===== src/rtl/ptc_pkg.sv =====
// Shared types and constants for the PTC 12 V WIB power sequencer.
package ptc_pkg;

  localparam int unsigned STATE_W     = 3;
  localparam int unsigned FLT_W       = 2;
  localparam int unsigned ALERT_CNT_W = 4;

  typedef enum logic [STATE_W-1:0] {
    ST_IDLE      = 3'd0,
    ST_RAMP_UP   = 3'd1,
    ST_SETTLE    = 3'd2,
    ST_ON        = 3'd3,
    ST_RAMP_DOWN = 3'd4,
    ST_FAULT     = 3'd5
  } state_t;

  localparam logic [FLT_W-1:0] FLT_NONE    = 2'd0;
  localparam logic [FLT_W-1:0] FLT_PG_TO   = 2'd1;
  localparam logic [FLT_W-1:0] FLT_ALERT   = 2'd2;
  localparam logic [FLT_W-1:0] FLT_PG_LOST = 2'd3;

endpackage


===== src/rtl/ptc_sync_filt.sv =====
// Per-channel 2-FF synchronisers for PG and ALERT_N, plus a saturating
// alert glitch filter.
module ptc_sync_filt
  import ptc_pkg::*;
#(
  parameter int unsigned ALERT_FILT = 4
) (
  input  logic clk,
  input  logic rst,
  input  logic pg_in,
  input  logic alert_n,
  output logic pg_s,
  output logic alert_v
);

  localparam logic [ALERT_CNT_W-1:0] CNT_MAX  = '1;
  localparam logic [ALERT_CNT_W-1:0] CNT_TRIP = ALERT_CNT_W'(ALERT_FILT - 1);

  logic                   pg_m;
  logic                   al_m;
  logic                   al_s;
  logic [ALERT_CNT_W-1:0] cnt;

  // alert_v is registered alongside the count so it rises the cycle cnt hits ALERT_FILT
  always_ff @(posedge clk or posedge rst) begin
    if (rst) begin
      pg_m    <= 1'b0;
      pg_s    <= 1'b0;
      al_m    <= 1'b0;
      al_s    <= 1'b0;
      cnt     <= '0;
      alert_v <= 1'b0;
    end else begin
      pg_m <= pg_in;
      pg_s <= pg_m;
      al_m <= alert_n;
      al_s <= al_m;
      if (!al_s) begin
        if (cnt != CNT_MAX) cnt <= cnt + ALERT_CNT_W'(1);
        alert_v <= (cnt >= CNT_TRIP);
      end else begin
        cnt     <= '0;
        alert_v <= 1'b0;
      end
    end
  end

endmodule


===== src/rtl/ptc_pwr_seq.sv =====
// Ordered ramp-up / reverse ramp-down sequencer for the WIB 12 V channels,
// with PG timeout, PG-loss and filtered-alert fault shutdown.
module ptc_pwr_seq
  import ptc_pkg::*;
#(
  parameter int unsigned N_CH       = 6,
  parameter int unsigned CNT_W      = 24,
  parameter int unsigned PG_TIMEOUT = 1000000,
  parameter int unsigned STEP_DLY   = 100000,
  parameter int unsigned ALERT_FILT = 4
) (
  input  logic                clk_axi,
  input  logic                rst,
  input  logic                pwr_req,
  input  logic [N_CH-1:0]     ch_mask,
  input  logic                fault_clr,
  input  logic [N_CH-1:0]     pg_in,
  input  logic [N_CH-1:0]     alert_n,
  output logic [N_CH-1:0]     en_out,
  output logic [STATE_W-1:0]  state_out,
  output logic                busy,
  output logic [N_CH-1:0]     fault_ch,
  output logic [FLT_W-1:0]    fault_code
);

  if (PG_TIMEOUT == 0 || (64'(PG_TIMEOUT) >> CNT_W) != 64'd0) begin : g_bad_timeout
    $error("PG_TIMEOUT must be in 1..2**CNT_W-1");
  end
  if ((64'(STEP_DLY) >> CNT_W) != 64'd0) begin : g_bad_step
    $error("STEP_DLY must be below 2**CNT_W");
  end
  if (ALERT_FILT < 1 || ALERT_FILT > 15) begin : g_bad_filt
    $error("ALERT_FILT must be in 1..15");
  end

  localparam logic [CNT_W-1:0] TO_LAST  = CNT_W'(PG_TIMEOUT - 1);
  localparam logic [CNT_W:0]   STEP_LIM = (CNT_W+1)'(STEP_DLY);

  state_t            state;
  logic [CNT_W-1:0]  cnt;
  logic [N_CH-1:0]   cur;
  logic [N_CH-1:0]   pend;
  logic [N_CH-1:0]   pg_s;
  logic [N_CH-1:0]   alert_v;

  logic [N_CH-1:0]   alert_hit;
  logic [N_CH-1:0]   pg_lost;
  logic              pg_cur;
  logic              step_done;
  logic [N_CH-1:0]   mask_low;
  logic [N_CH-1:0]   pend_low;
  logic [N_CH-1:0]   dn_rest;
  logic [FLT_W-1:0]  flt_code;
  logic [N_CH-1:0]   flt_ch;

  for (genvar g = 0; g < N_CH; g++) begin : g_ch
    ptc_sync_filt #(.ALERT_FILT(ALERT_FILT)) u_sync (
      .clk     (clk_axi),
      .rst     (rst),
      .pg_in   (pg_in[g]),
      .alert_n (alert_n[g]),
      .pg_s    (pg_s[g]),
      .alert_v (alert_v[g])
    );
  end

  function automatic logic [N_CH-1:0] hi_bit(input logic [N_CH-1:0] v);
    logic [N_CH-1:0] r;
    r = '0;
    for (int i = 0; i < N_CH; i++) begin
      if (v[i]) begin
        r    = '0;
        r[i] = 1'b1;
      end
    end
    return r;
  endfunction

  // Fault detection in priority order: alert > PG lost > PG timeout
  always_comb begin
    alert_hit = alert_v & en_out;
    pg_lost   = en_out & ~pg_s;
    pg_cur    = |(pg_s & cur);
    step_done = ({1'b0, cnt} + (CNT_W+1)'(1)) >= STEP_LIM;
    mask_low  = ch_mask & (~ch_mask + N_CH'(1));
    pend_low  = pend & (~pend + N_CH'(1));
    dn_rest   = en_out & ~hi_bit(en_out);
    flt_code  = FLT_NONE;
    flt_ch    = '0;
    if (|alert_hit) begin
      flt_code = FLT_ALERT;
      flt_ch   = alert_hit;
    end else if (state == ST_ON && |pg_lost) begin
      flt_code = FLT_PG_LOST;
      flt_ch   = pg_lost;
    end else if (state == ST_RAMP_UP && !pg_cur && cnt == TO_LAST) begin
      flt_code = FLT_PG_TO;
      flt_ch   = cur;
    end
  end

  always_ff @(posedge clk_axi or posedge rst) begin
    if (rst) begin
      state      <= ST_IDLE;
      en_out     <= '0;
      busy       <= 1'b0;
      fault_ch   <= '0;
      fault_code <= FLT_NONE;
      cnt        <= '0;
      cur        <= '0;
      pend       <= '0;
    end else if (flt_code != FLT_NONE) begin
      state      <= ST_FAULT;
      en_out     <= '0;
      busy       <= 1'b0;
      fault_ch   <= flt_ch;
      fault_code <= flt_code;
      cnt        <= '0;
    end else begin
      case (state)
        ST_IDLE: begin
          if (pwr_req) begin
            cnt <= '0;
            if (ch_mask == '0) begin
              pend  <= '0;
              state <= ST_ON;
            end else begin
              cur    <= mask_low;
              pend   <= ch_mask & ~mask_low;
              en_out <= mask_low;
              busy   <= 1'b1;
              state  <= ST_RAMP_UP;
            end
          end
        end
        ST_RAMP_UP, ST_SETTLE, ST_ON, ST_RAMP_DOWN: begin
          // One ramp-down step: drop the highest enabled channel
          if ((state != ST_RAMP_DOWN && !pwr_req) || (state == ST_RAMP_DOWN && step_done)) begin
            en_out <= dn_rest;
            cnt    <= '0;
            if (dn_rest == '0) begin
              busy  <= 1'b0;
              state <= ST_IDLE;
            end else begin
              busy  <= 1'b1;
              state <= ST_RAMP_DOWN;
            end
          end else begin
            case (state)
              ST_RAMP_UP: begin
                if (pg_cur) begin
                  cnt   <= '0;
                  state <= ST_SETTLE;
                end else begin
                  cnt <= cnt + CNT_W'(1);
                end
              end
              ST_SETTLE: begin
                if (step_done) begin
                  cnt <= '0;
                  if (pend == '0) begin
                    busy  <= 1'b0;
                    state <= ST_ON;
                  end else begin
                    cur    <= pend_low;
                    pend   <= pend & ~pend_low;
                    en_out <= en_out | pend_low;
                    state  <= ST_RAMP_UP;
                  end
                end else begin
                  cnt <= cnt + CNT_W'(1);
                end
              end
              ST_RAMP_DOWN: cnt <= cnt + CNT_W'(1);
              default: ;
            endcase
          end
        end
        ST_FAULT: begin
          if (fault_clr && !pwr_req) begin
            fault_ch   <= '0;
            fault_code <= FLT_NONE;
            state      <= ST_IDLE;
          end
        end
        default: state <= ST_IDLE;
      endcase
    end
  end

  assign state_out = state;

endmodule


===== config.mk =====
export PLATFORM = sky130hd
export DESIGN_NAME = ptc_pwr_seq
export DESIGN_NICKNAME = d
export VERILOG_FILES = /design/src/rtl/ptc_pkg.sv /design/src/rtl/ptc_sync_filt.sv /design/src/rtl/ptc_pwr_seq.sv
export SDC_FILE = /design/constraint.sdc
export NUM_CORES = 1
export LEC_CHECK = 0
export CORE_ASPECT_RATIO = 0.75
export CORE_MARGIN = 3
export CORE_UTILIZATION = 45
export DETAILED_ROUTE_END_ITERATION = 8
export REMOVE_ABC_BUFFERS = 1
export SLEW_MARGIN = 40
export SYNTH_ARGS = -nofsm -noshare
export SYNTH_HDL_FRONTEND = slang
export SYNTH_HIERARCHICAL = 1
export SYNTH_SLANG_ARGS = --single-unit

===== constraint.sdc =====
create_clock -name clk_axi -period 3.9 [get_ports clk_axi]
set_clock_uncertainty 0.15 [all_clocks]
set_input_delay 0.975 -clock clk_axi [delete_from_list [all_inputs] [get_ports clk_axi]]
set_output_delay 0.975 -clock clk_axi [all_outputs]
set_load 0.01 [all_outputs]

* Word-level counts from Yosys, hierarchy flattened
Cells that the tools add are included.
** Storage, ports and cells
- Register bits :: 108
- Input port bits :: 22
** Cells by class
- Mux-type cells :: 83
- Reduce and logical (&&, ||, !) cells :: 35
- Magnitude comparators :: 7
- Bitwise gates (word level) :: 16
- Equality and inequality tests :: 30
- $add $sub $neg :: 10
** Operators with widths (number)
- $mux W6 :: 28
- $mux W24 :: 5
- $pmux W24 S3 :: 1
- $and A6 B6 Y6 :: 8
- $mux W4 :: 12
- $pmux W24 S2 :: 1
- $ne A4 B4 Y1 const B :: 10
- $not A6 Y6 :: 6
- $pmux W6 S2 :: 3
- $add A24 B1 Y25 const B :: 1
- $ge A25 B17 Y1 const B :: 1
- $add A24 B1 Y24 const B :: 1
- $add A4 B1 Y4 const B :: 6
- $eq A24 B20 Y1 const B :: 1
- $ge A4 B2 Y1 const B :: 6
- $mux W3 :: 7
- $reduce_bool A2 Y1 :: 10
- $logic_not A6 Y1 :: 3
- $reduce_or A6 Y1 :: 3
- $mux W1 :: 16
- $ne A5 B5 Y1 const B :: 3
- $mux W2 :: 7
- $add A6 B1 Y6 const B :: 2
- $ne A2 B2 Y1 const B :: 6
- other kinds (22) :: 34

* Depth between registers and ports, before layout
- Depth after elaboration :: 13
- Mapped depth :: 13
- Mapped depth without buffers :: 10

* Cells and area by module
The synthesis kept the hierarchy.
** Modules (own cells, without submodules)
- ptc_pwr_seq :: sequential area each 1326.3 µm², instances 1, cells each 451, area an instance 3782.4 µm²
- ptc_sync_filt :: sequential area each 225.2 µm², instances 6, cells each 27, area an instance 351.6 µm²

* Worst setup path after synthesis
No wires, ideal clock.
- Path kind :: register to register
- Start point :: register cnt[0] (netlist name)
- End point :: register cnt[20] (netlist name)
- Period minus slack after synthesis :: 2916 ps
- Path slack :: 984 ps
- Data arrival time :: 2702 ps
- Data required time :: 3686 ps
- Stages on the path, launching flop included :: 12
- Buffers on the path :: 1
- Path through :: dfrtp_1 -> ha_1 -> nand3_1 -> nor3_1 -> nand2_1 -> nor4_4 -> nor3_2 -> and2_1 -> buf_2 -> or4_1 -> a21oi_1 -> a21o_1

==> flow_metrics.py <==
metrics = {
    "outcome": {
        "status": "completed",
    },
    "drt": {
        "detail_route.vias_per_cell": 6.078,
        "m1WireLength_um": 7232,
        "routed_wire_length_um": 14370,
        "maxUsedRoutingLayer": "met4",
        "drt_iter0_markers": 567,
        "wl_met3_um": 1027,
        "drc_errors": 0,
        "antenna_nets_post_route": 0,
        "wl_met2_um": 5990,
        "vias": 4996,
        "drt_pre_antenna_iters": 5,
        "post_drt_wl_per_cell_um": 17.49,
    },
    "placed_design": {
        "place.gp.congestion": 0.8975,
        "numPortBuffers": 39,
        "placed_cells_incl_taps": 806,
        "place_area_um2": 6511,
        "hpwlAfterDp_um": 10380,
    },
    "sta": {
        "hold_slack_ns": 0.2000,
        "setup_tns_ns": 0,
        "timing.final.crit_share_pct": 90.23,
        "setup_viol": 0,
        "worstMarginPinSlew_ns": 0.7540,
        "timing.max_slew.rel_slack_pct": 49.73,
        "period_needed_ns": 3.519,
        "max_clock_freq_mhz": 284.2,
        "finalMaxSlewViolations": 0,
        "grt_setup_unrepaired": "false",
        "timing_hold_violations_final": 0,
    },
    "clock_tree": {
        "hold_fix_buffers_at_cts": 0,
        "clkSlewWorstSetupHoldPaths_ns": 0.07,
        "cts.repair_timing.setup_buffer_count": 0,
        "cts_made_buffers": 9,
        "cts_tree": "yes",
        "htree_num_levels": 3,
        "clk_path_buf_depth": 2,
        "cts.sinks": 107,
        "insertion_delay_ns": 0.35,
        "post_cts_resized": 0,
        "root_cell_of_the_clock_tree": "sky130_fd_sc_hd__clkbuf_16",
    },
    "floorplanning": {
        "design.core.area_um2": 12520,
        "die-height_um": 105.1,
        "die_w_um": 138.1,
        "start_util_pct": 47.04,
        "row_count": 35,
        "io_pins": 40,
        "design.die.area_um2": 14520,
    },
    "finish": {
        "design.final.nets": 680,
        "n_antenna_cell": 0,
        "layout-drive-gt1-share_pct": 10.82,
        "layout-area-overhead-vs-synth_pct": 15.37,
        "finish.cell_count_without_fillers": 822,
        "fin_util_pct": 54.28,
        "final_design_area_no_fill_um2": 6798,
    },
    "global_route": {
        "number_of_antenna_violations_at_the_first_check_in_global_routing": 0,
        "grt_pass1_wl_um": 24070,
        "overflow": 0,
        "grt_usage_pct": 20.20,
        "pin_count_of_the_biggest_net_entering_global_routing": 33,
        "via_count_of_the_first_global_routing_pass": 4666,
    },
    "yosys": {
        "ys_async_sr_fraction_pct": 100.0,
        "synth-main-ff-cell": "sky130_fd_sc_hd__dfrtp_1",
        "synth-edff-count": 0,
        "yosysUniqueCellTypes": 69,
        "seq_area_frac_synth_pct": 45.44,
        "netlist_area_pre_place_um2": 5892,
        "avgSynthCellArea_um2": 9.612,
        "syn_inst": 613,
        "number_of_flip_flops_and_latches_in_the_synthesized_netlist": 107,
        "ys_warn_count": 6,
    },
    "pwr": {
        "power.ir.vdd_worst_mv": 0.3067,
        "static_leakage_nw": 2.906,
        "pwr_density_cell_nw_per_um2": 584.1,
    },
    "setup_path": {
        "critical_path.startpoint_type": "flip-flop",
        "reg2reg_from": "cnt[0]$_DFFE_PP0P_",
        "worst-path-max-fanout": 8,
        "cp.required_ns": 3.98,
        "r2r_slack_ns": 0.38,
        "critPathTopFamily": "compound AO/OA/AOI/OAI gates",
        "arr_time_crit_path_ns": 3.60,
        "cp.buffers_inverters": 1,
        "cp_slowest_stage_delay_ns": 0.46,
        "timing.critical_path.cells": "ha_1 > nand3_1 > nor2_1 > and4_1 > mux2i_1 > o31ai_2 > buf_4 > a31oi_1 > o31a_1 > o21a_1 > mux2_4",
        "critical_path.slowest_cell": "sky130_fd_sc_hd__o21a_1",
        "cp-end-kind": "flip-flop",
        "critical_r2r_capture": "cur[2]$_DFFE_PP0P_",
        "setup.worst_path.class": "flip-flop to flip-flop",
        "timing.reg2reg.worst_path_depth": 11,
    },
    "hold_path": {
        "min_delay_path_depth": 0,
        "hold-path-endpoint": "g_ch[2].u_sync/al_s$_DFF_PP0_",
        "worst_hold_path_class": "flip-flop to flip-flop",
        "hold_path_startpoint": "g_ch[2].u_sync/al_m$_DFF_PP0_",
    },
    "job": {
        "maxCapViolations": 0,
    },
}
-- synth_stat cells (all sizes together) (3+ instances only) --
master    n  area, um^2
a211oi   10       105.1
a21o      4       30.03
a21oi    28       140.1
a22o     17       148.9
a22oi    15       112.6
a31o      7       70.07
a31oi    11       68.82
a41oi     3       26.28
and2      7       43.80
and3     15       95.09
and3b     6       52.55
and4      8       77.57
buf      15       90.09
clkbuf   13       48.80
dfrtp   107        2678
ha        7       87.58
inv      19       71.32
mux2      5       71.32
mux2i    13       130.1
nand2    51       191.4
nand2b   17       106.4
nand3    28       140.1
nand4    20       131.4
nand4b    3       26.28
nor2     43       168.9
nor2b    21       131.4
nor3     28       180.2
nor4     11       83.83
o211ai    3       22.52
o21ai    35       175.2
o311ai    3       26.28
o31ai     4       35.03
or3       4       25.02
or4       3       22.52
-- final cells by class --
cell class / instances / area (um^2)
Tap cell: 166 / 207.7
Multi-Input combinational cell: 459 / 3019
Sequential cell: 107 / 2678
Timing Repair Buffer: 55 / 535.5
Clock inverter: 5 / 43.79
Fill cell: 1144 / 5727
Clock buffer: 11 / 242.7
Inverter: 19 / 71.32
-- cell usage in the layout, fill, tap and decap left out, drive strengths merged, types with 4 or more instances in the layout --
| master | instances |
|---|---|
| and2 | 7 |
| o21ai | 35 |
| a22oi | 15 |
| ha | 7 |
| nor2 | 43 |
| clkbuf | 11 |
| a211oi | 10 |
| inv | 22 |
| and4 | 8 |
| buf | 16 |
| and3b | 6 |
| nor3 | 28 |
| o31ai | 4 |
| clkdlybuf4s50 | 39 |
| nand3 | 28 |
| and3 | 15 |
| nor4 | 11 |
| a21o | 4 |
| dfrtp | 107 |
| a31oi | 11 |
| nand4 | 20 |
| nand2 | 51 |
| mux2 | 5 |
| a21oi | 28 |
| mux2i | 13 |
| a22o | 17 |
| nand2b | 17 |
| or3 | 4 |
| nor2b | 21 |
| a31o | 7 |
-- report_power, final --
| part | switching, mW | total [mW] | leakage [nW] | internal (mW) |
|---|---|---|---|---|
| Sequential | 0.179 | 1.45 | 1.39 | 1.27 |
| Combinational | 0.954 | 1.64 | 1.38 | 0.682 |
| Clock | 0.423 | 0.883 | 0.135 | 0.461 |
| Total | 1.56 | 3.97 | 2.91 | 2.41 |
-- registers in the layout (all words and copies together), names as in the netlist, 6 cells and up --
| signal | flops |
|---|---|
| cur | 6 |
| g_ch.u_sync/pg_s | 6 |
| g_ch.u_sync/al_s | 6 |
| en_out | 6 |
| fault_ch | 6 |
| g_ch.u_sync/alert_v | 6 |
| g_ch.u_sync/al_m | 6 |
| cnt | 24 |
| g_ch.u_sync/pg_m | 6 |
| g_ch.u_sync/cnt | 24 |
-- per-layer routing --
layer	track usage (%)	up-vias
met2	28.62	191
met4	4.937	0
met1	30.94	2409
met3	4.849	12
met5	0	-
li1	-	2384
-- cell families (layout without fill, tap and decap cells) --
family                     Yosys count  count (layout)  share of synthesized area, %
xor gates and xnor gates             3               3                        0.4460
AOI/OAI and AO/OA                  162             162                         20.07
buffers and inverters               47              90                         3.568
and+or+nand+nor                    269             269                         25.57
adders and majority gates            7               7                         1.486
muxes                               18              18                         3.419
DFF                                107             107                         45.44
-- metrics by stage --
step	power, mW	worst slack, ns
CTS	3.973	0.4354
global route	4.227	0.1916
finish	3.971	0.3808
floorplan	2.418	0.8274
global placement	3.060	0.4176
detailed placement	3.074	0.4355
-- worst max path at each step --
stage                        from                  end  slack [ns]  depth (start not counted)
2_1_floorplan  cnt[0]$_DFFE_PP0P_  cnt[16]$_DFFE_PP0P_        0.83                         10
3_3_place_gp           ch_mask[2]     busy$_DFFE_PP0P_        0.42                         10
3_5_place_dp           ch_mask[2]     busy$_DFFE_PP0P_        0.44                         10
4_1_cts        cnt[0]$_DFFE_PP0P_   cur[2]$_DFFE_PP0P_        0.44                         11
5_1_grt        cnt[0]$_DFFE_PP0P_   cur[2]$_DFFE_PP0P_        0.19                         11
6_report       cnt[0]$_DFFE_PP0P_   cur[2]$_DFFE_PP0P_        0.38                         11
Note: power is estimated with default switching activity, not from simulation.
